==> src/rtl/instr_fetch_unit_if.sv <==
// Fetch-stage bus: ROM port, decode handshake, redirect input and status.
// Signal names match the core's top-level naming; master is the fetch unit.
interface instr_fetch_unit_if;
  logic        fetch_en;
  logic [31:0] rom_addr;
  logic [31:0] rom_data;
  logic [31:0] instr;
  logic [31:0] instr_pc;
  logic        instr_valid;
  logic        instr_ready;
  logic        redirect_valid;
  logic [31:0] redirect_pc;
  logic        fault;
  logic [31:0] fault_pc;
  logic [31:0] fetch_count;

  modport master (
    input  fetch_en, rom_data, instr_ready, redirect_valid, redirect_pc,
    output rom_addr, instr, instr_pc, instr_valid, fault, fault_pc, fetch_count
  );

  modport slave (
    output fetch_en, rom_data, instr_ready, redirect_valid, redirect_pc,
    input  rom_addr, instr, instr_pc, instr_valid, fault, fault_pc, fetch_count
  );
endinterface

==> src/rtl/instr_fetch_unit.sv <==
// Instruction fetch for the multi-cycle RV32I core: owns PC and IR, fetches from a
// combinational ROM, hands instructions to decode over valid/ready, traps bad PCs.
module instr_fetch_unit #(
  parameter logic [31:0] RESET_PC  = 32'h0000_0000,
  parameter int unsigned ROM_WORDS = 128
) (
  input  logic               clk,
  input  logic               reset,
  instr_fetch_unit_if.master bus
);

  typedef enum logic [1:0] {StFetch, StHold, StFault} state_e;

  state_e      state_q, state_d;
  logic [31:0] pc_q, pc_d;
  logic [31:0] instr_q, instr_d;
  logic [31:0] instr_pc_q, instr_pc_d;
  logic        instr_valid_q, instr_valid_d;
  logic        fault_q, fault_d;
  logic [31:0] fault_pc_q, fault_pc_d;
  logic [31:0] fetch_count_q, fetch_count_d;
  logic        pc_bad;
  logic        do_load;
  logic        do_fault;

  assign pc_bad = (pc_q[1:0] != 2'b00) || (32'(pc_q[31:2]) >= ROM_WORDS);

  always_comb begin
    state_d       = state_q;
    pc_d          = pc_q;
    instr_d       = instr_q;
    instr_pc_d    = instr_pc_q;
    instr_valid_d = instr_valid_q;
    fault_d       = fault_q;
    fault_pc_d    = fault_pc_q;
    fetch_count_d = fetch_count_q;
    do_load       = 1'b0;
    do_fault      = 1'b0;

    unique case (state_q)
      StFetch: begin
        if (bus.redirect_valid) begin
          pc_d = bus.redirect_pc;
        end else if (bus.fetch_en) begin
          do_fault = pc_bad;
          do_load  = !pc_bad;
        end
      end
      StHold: begin
        // Redirect wins over everything; the held word is dropped either way.
        if (bus.redirect_valid) begin
          pc_d          = bus.redirect_pc;
          instr_valid_d = 1'b0;
          state_d       = StFetch;
        end else if (bus.instr_ready) begin
          if (bus.fetch_en) begin
            do_fault = pc_bad;
            do_load  = !pc_bad;
          end else begin
            instr_valid_d = 1'b0;
            state_d       = StFetch;
          end
        end
      end
      StFault: ;
      default: state_d = StFault;
    endcase

    if (do_load) begin
      instr_d       = bus.rom_data;
      instr_pc_d    = pc_q;
      pc_d          = pc_q + 32'd4;
      fetch_count_d = fetch_count_q + 32'd1;
      instr_valid_d = 1'b1;
      state_d       = StHold;
    end

    if (do_fault) begin
      fault_d       = 1'b1;
      fault_pc_d    = pc_q;
      instr_valid_d = 1'b0;
      state_d       = StFault;
    end
  end

  always_ff @(posedge clk or negedge reset) begin
    if (!reset) begin
      state_q       <= StFetch;
      pc_q          <= RESET_PC;
      instr_q       <= '0;
      instr_pc_q    <= '0;
      instr_valid_q <= 1'b0;
      fault_q       <= 1'b0;
      fault_pc_q    <= '0;
      fetch_count_q <= '0;
    end else begin
      state_q       <= state_d;
      pc_q          <= pc_d;
      instr_q       <= instr_d;
      instr_pc_q    <= instr_pc_d;
      instr_valid_q <= instr_valid_d;
      fault_q       <= fault_d;
      fault_pc_q    <= fault_pc_d;
      fetch_count_q <= fetch_count_d;
    end
  end

  assign bus.rom_addr    = pc_q;
  assign bus.instr       = instr_q;
  assign bus.instr_pc    = instr_pc_q;
  assign bus.instr_valid = instr_valid_q;
  assign bus.fault       = fault_q;
  assign bus.fault_pc    = fault_pc_q;
  assign bus.fetch_count = fetch_count_q;

endmodule

==> src/flat_wrapper.sv <==
// flat-port wrapper written by rule: the top's interface ports become plain ports
module instr_fetch_unit_flat 
#(
  parameter logic [31:0] RESET_PC  = 32'h0000_0000,
  parameter int unsigned ROM_WORDS = 128
)
  (clk, reset, bus_fetch_en, bus_rom_data, bus_instr_ready, bus_redirect_valid, bus_redirect_pc, bus_rom_addr, bus_instr, bus_instr_pc, bus_instr_valid, bus_fault, bus_fault_pc, bus_fetch_count);
  instr_fetch_unit_if bus_i ();
  input  logic clk;
  input  logic reset;
  input wire logic [$bits(bus_i.fetch_en)-1:0] bus_fetch_en;
  input wire logic [$bits(bus_i.rom_data)-1:0] bus_rom_data;
  input wire logic [$bits(bus_i.instr_ready)-1:0] bus_instr_ready;
  input wire logic [$bits(bus_i.redirect_valid)-1:0] bus_redirect_valid;
  input wire logic [$bits(bus_i.redirect_pc)-1:0] bus_redirect_pc;
  output wire logic [$bits(bus_i.rom_addr)-1:0] bus_rom_addr;
  output wire logic [$bits(bus_i.instr)-1:0] bus_instr;
  output wire logic [$bits(bus_i.instr_pc)-1:0] bus_instr_pc;
  output wire logic [$bits(bus_i.instr_valid)-1:0] bus_instr_valid;
  output wire logic [$bits(bus_i.fault)-1:0] bus_fault;
  output wire logic [$bits(bus_i.fault_pc)-1:0] bus_fault_pc;
  output wire logic [$bits(bus_i.fetch_count)-1:0] bus_fetch_count;
  assign bus_i.fetch_en = bus_fetch_en;
  assign bus_i.rom_data = bus_rom_data;
  assign bus_i.instr_ready = bus_instr_ready;
  assign bus_i.redirect_valid = bus_redirect_valid;
  assign bus_i.redirect_pc = bus_redirect_pc;
  assign bus_rom_addr = bus_i.rom_addr;
  assign bus_instr = bus_i.instr;
  assign bus_instr_pc = bus_i.instr_pc;
  assign bus_instr_valid = bus_i.instr_valid;
  assign bus_fault = bus_i.fault;
  assign bus_fault_pc = bus_i.fault_pc;
  assign bus_fetch_count = bus_i.fetch_count;
  instr_fetch_unit #(.RESET_PC(RESET_PC), .ROM_WORDS(ROM_WORDS)) u_core (.clk(clk), .reset(reset), .bus(bus_i));
endmodule
==> config.mk <==
export PLATFORM = sky130hd
export DESIGN_NAME = instr_fetch_unit_flat
export DESIGN_NICKNAME = d
export VERILOG_FILES = /design/src/rtl/instr_fetch_unit_if.sv /design/src/rtl/instr_fetch_unit.sv /design/src/flat_wrapper.sv
export SDC_FILE = /design/constraint.sdc
export NUM_CORES = 1
export LEC_CHECK = 0
export ABC_AREA = 1
export BUFFER_PORTS_ARGS = -buffer_cell sky130_fd_sc_hd__buf_4
export CAP_MARGIN = 10
export CORE_MARGIN = 10
export CORE_UTILIZATION = 46
export DETAILED_ROUTE_END_ITERATION = 16
export GPL_ROUTABILITY_DRIVEN = 0
export PLACE_DENSITY = 0.73
export SYNTH_ARGS = -nofsm -noshare
export SYNTH_HDL_FRONTEND = slang
export SYNTH_SLANG_ARGS = --single-unit
==> constraint.sdc <==
create_clock -name clk -period 1.4 [get_ports clk]
set_input_delay 0.35 -clock clk [delete_from_list [all_inputs] [get_ports clk]]
set_output_delay 0.35 -clock clk [all_outputs]
set_load 0.02 [all_outputs]
==> summary.md <==
| Metric | Value |
|---|---|
| Status | finished, violations left |
| Violated checks | negative setup slack |
| Clock Pin Slew Worst Setup and Hold Paths | 60 ps |
| Mapped cell area | 6870 µm² |
| Cells after Synth | 766 |
| Crit path launch type | flop |
| Post-synthesis simple-gate area fraction | 0.229 |
| CP Data Required Time | 1720 ps |
| Peak supply drop | 0.869 mV |
| Initial antenna violation count | 0 |
| Largest area contributor in the synthesized netlist | dfrtp_1 |
| Fin crit share | 1.35 |
| Asr flop ratio synth | 1.00 |
| Ranking of synthesized cells by area | dfrtp_1 (60%), nand2_1 (12%), inv_1 (5.1%) |
| RSZ-0062 raised after global routing | yes |
| Drt initial violations | 423 |
| Core box area | 14600 µm² |
| HP Class | primary input to flop |
| Final hold violations | 0 |
| Final cell count without fillers | around 1400 |
| Rel. slew slack | 0.762 |
| Num CTS Buffers | 17 |
| Min Clock Period, post-route | 1890 ps |
| PD cells | 1490 nW/µm² |
| Starting Density | 0.471 |
| Cell variety after synth | 36 |
| CP endpoint kind | flop |
| Bufs on Longest Clock Path | 2 |
| Final setup fails | 200 |
| Detail Route Antenna Nets | 0 |
| Rows | 44 |
| Fmax | 528 MHz |
| Mux cell area share after synthesis | 0 |
| Cell count after placement | 1270 |
| Crit Path Class | flop to flop |
| Nets | 1232 |
| Clock Sinks | roughly 160 |
| Congestion Overflow GR | 0 |
| CTS root buf | clkbuf_16 |
| Post-DP HPWL | ~16000 µm |
| I/O pin count | ~230 |
| Vias in the first global route | 6693 |
| GRT Total Usage | 0.213 |
| Yosys warns | 0 |
| Pin count of the biggest net entering global routing | 42 |
| Chip width | 142 µm |
| Critical Path Fanout Max | 7 |
| Post-synthesis compound-gate area fraction | 0.0648 |
| Clock Latency Late Sink | around 430 ps |
| Sequential cell area fraction in the yosys report | 0.597 |
| Area grow syn2layout | 73.8% |
| Largest family of logic cells by synthesized area | simple AND/OR/NAND/NOR gates |
| Least-Margin Pin Slew | ~350 ps |
| Number of synthesized flops with an enable pin | 0 |
| Vias | slightly below 7000 |
| Buffers on Ports | 230 |
| First-pass GRT wire length | around 34000 µm |
| Avg WL per Cell | 18.0 µm |
| Synthesized-area fraction occupied by adder cells | 0.00546 |
| Htree depth | 4 |
| Crit path DAT | around 2200 ps |
| Height of the chip | roughly 140 µm |
| Post-Route Skew | 8.36 ps |
| PnR worst setup slack | -494 ps |
| Wirelength, routed | 24500 µm |
| Synth Register Bits | 164 |
| Antenna diodes | 0 |
| Via density per instance | about 5 |
| Xor/xnor share of the synthesized area | 0.0331 |
| Hold Slack | 113 ps |
| Max-cap viol count | 0 |
| Max Slew Vio Count | 0 |
| DRC violations left | 0 |
| Main flop type after synthesis | dfrtp_1 |
| CTS tree | done |
| Synthesized Nets | 838 |
| Pre-antenna DRT Iters | 5 |
| Die area | 20200 µm² |
| Top cell type's share of synthesized area | 0.597 |
| Layout cells sized above 1 | 0.487 |
| Static leakage | 6.17 nW |
| Post-Syn Area per Cell | 8.97 µm² |
[layer usage]
metal,part of all wire,GRT usage,routed length [µm],vias up
li1,-,-,-,3191
met4,0.035,0.0861,869,0
met1,0.40,0.255,9890,3233
met5,0,0,0,-
met2,0.49,0.346,12000,270
met3,0.072,0.0718,1760,59
[layout by cell type, fill, tap and decap left out, types with 4 or more instances in the layout]
master	Yosys	routed
o21ai_0	65	19
dfrtp_2	0	28
o21ai_2	2	14
buf_12	0	16
nor2_2	6	18
buf_6	1	85
inv_1	93	92
nand2_4	1	13
nand2_1	224	181
nor2_1	77	56
xor2_1	19	19
clkbuf_16	0	28
nand3_1	31	18
o21ai_1	1	34
nand4_1	8	8
nand3_2	0	9
buf_4	2	275
nand2_2	3	32
nand3_4	0	4
clkbuf_1	10	5
dfrtp_1	164	136
nor2_4	0	9
nor3_1	13	11
xnor2_1	7	7
buf_8	0	7
[cell families (layout without fill, tap and decap cells)]
logic type	Yosys count	in the layout
buf+inv	120	526
compound gates	81	81
xor+xnor	26	26
fa+ha+maj	3	3
flops	164	164
simple gates	372	373
[critical path, stage by stage (launching register included)]
cell and delay (ps):
dfrtp_2 410, nor2_2 110, nand2_1 90, nor2_2 120, nand2_2 110, buf_4 150, buf_6 120, o21ai_4 210
buf_12 190, buf_8 120, nand2_1 50, o21ai_0 100
[metrics by stage]
stage	setup TNS, ps	worst slack [ps]	utilization	total power, mW	instance area [µm²]
floorplan	-19190	-205	-	8.88	7020
CTS	-47990	-383	0.740	16.8	10800
detailed placement	-46430	-421	0.670	12.0	9780
finish	-61470	-494	0.819	17.8	11900
global placement	-39590	-364	0.670	11.9	9780
global route	-77500	-565	0.819	18.6	11900
[area by class of cell]
| type | instances | area [µm²] |
|---|---|---|
| flip-flops and latches | 164 | 4140 |
| repair buffers | 398 | 3810 |
| multi-input cells | 483 | 2810 |
| fillers | 856 | 2650 |
| clock buffers | 23 | 458 |
| inverters | 95 | 369 |
| well taps | 184 | 230 |
| clock inverters | 9 | 106 |
| repair inverters | 1 | 16.3 |
[power breakdown]
part | internal (mW) | leakage (nW) | switching (mW) | total, mW
combinational | 3.20 | 3.89 | 3.64 | 6.85
clock | 2.67 | 0.267 | 1.89 | 4.56
sequential | 5.70 | 2.01 | 0.688 | 6.39
total | 11.6 | 6.17 | 6.22 | 17.8
[sequential cells by signal, indices dropped and copies added (netlist names)]
name and cells:
u_core.bus.instr_pc 32, u_core.bus.fault_pc 32, u_core.bus.instr_valid 1, u_core.bus.fetch_count 32, u_core.bus.instr 32, u_core.bus.rom_addr 32, u_core.bus.fault 1, u_core.state_q 2
[synth_stat cells, types with 2 or more instances]
master	number
nand3b_1	2
xor2_1	19
nand4_1	8
o221ai_1	4
buf_2	12
nor2_8	2
buf_4	2
nor2_1	77
ha_1	3
inv_1	93
o211ai_1	3
nand2_1	224
nand3_1	31
a21oi_1	2
xnor2_1	7
nor2_2	6
o21ai_2	2
o21ai_0	65
nand2_2	3
clkbuf_1	10
dfrtp_1	164
nor3_1	13
[timing repair]
action / 4_1_cts / 5_1_grt
gates resized for setup: 87 / 171
setup buffers: 8 / 37
endpoints found under the hold margin: 20 / 0
hold buffers: 1 / 0
gates cloned: 4 / 15
pin swaps: 3 / 47
endpoints found under the setup margin: 205 / 212
[worst paths after layout]
check                                              from  cells past startpoint  slack (ps)                 endpoint
worst max-delay path            u_core.bus.rom_addr[30]                     11        -490   u_core.bus.fault_pc[3]
worst min-delay path                   bus_rom_data[11]                      3         110     u_core.bus.instr[11]
worst max register to register  u_core.bus.rom_addr[30]                     11        -490   u_core.bus.fault_pc[3]
worst min register to register         u_core.bus.fault                      2         480         u_core.bus.fault
max in group asynchronous                         reset                      3         490  u_core.bus.rom_addr[21]
min in group asynchronous                         reset                      2         380   u_core.bus.rom_addr[8]
No activity file was read; power rests on OpenSTA's default activity.
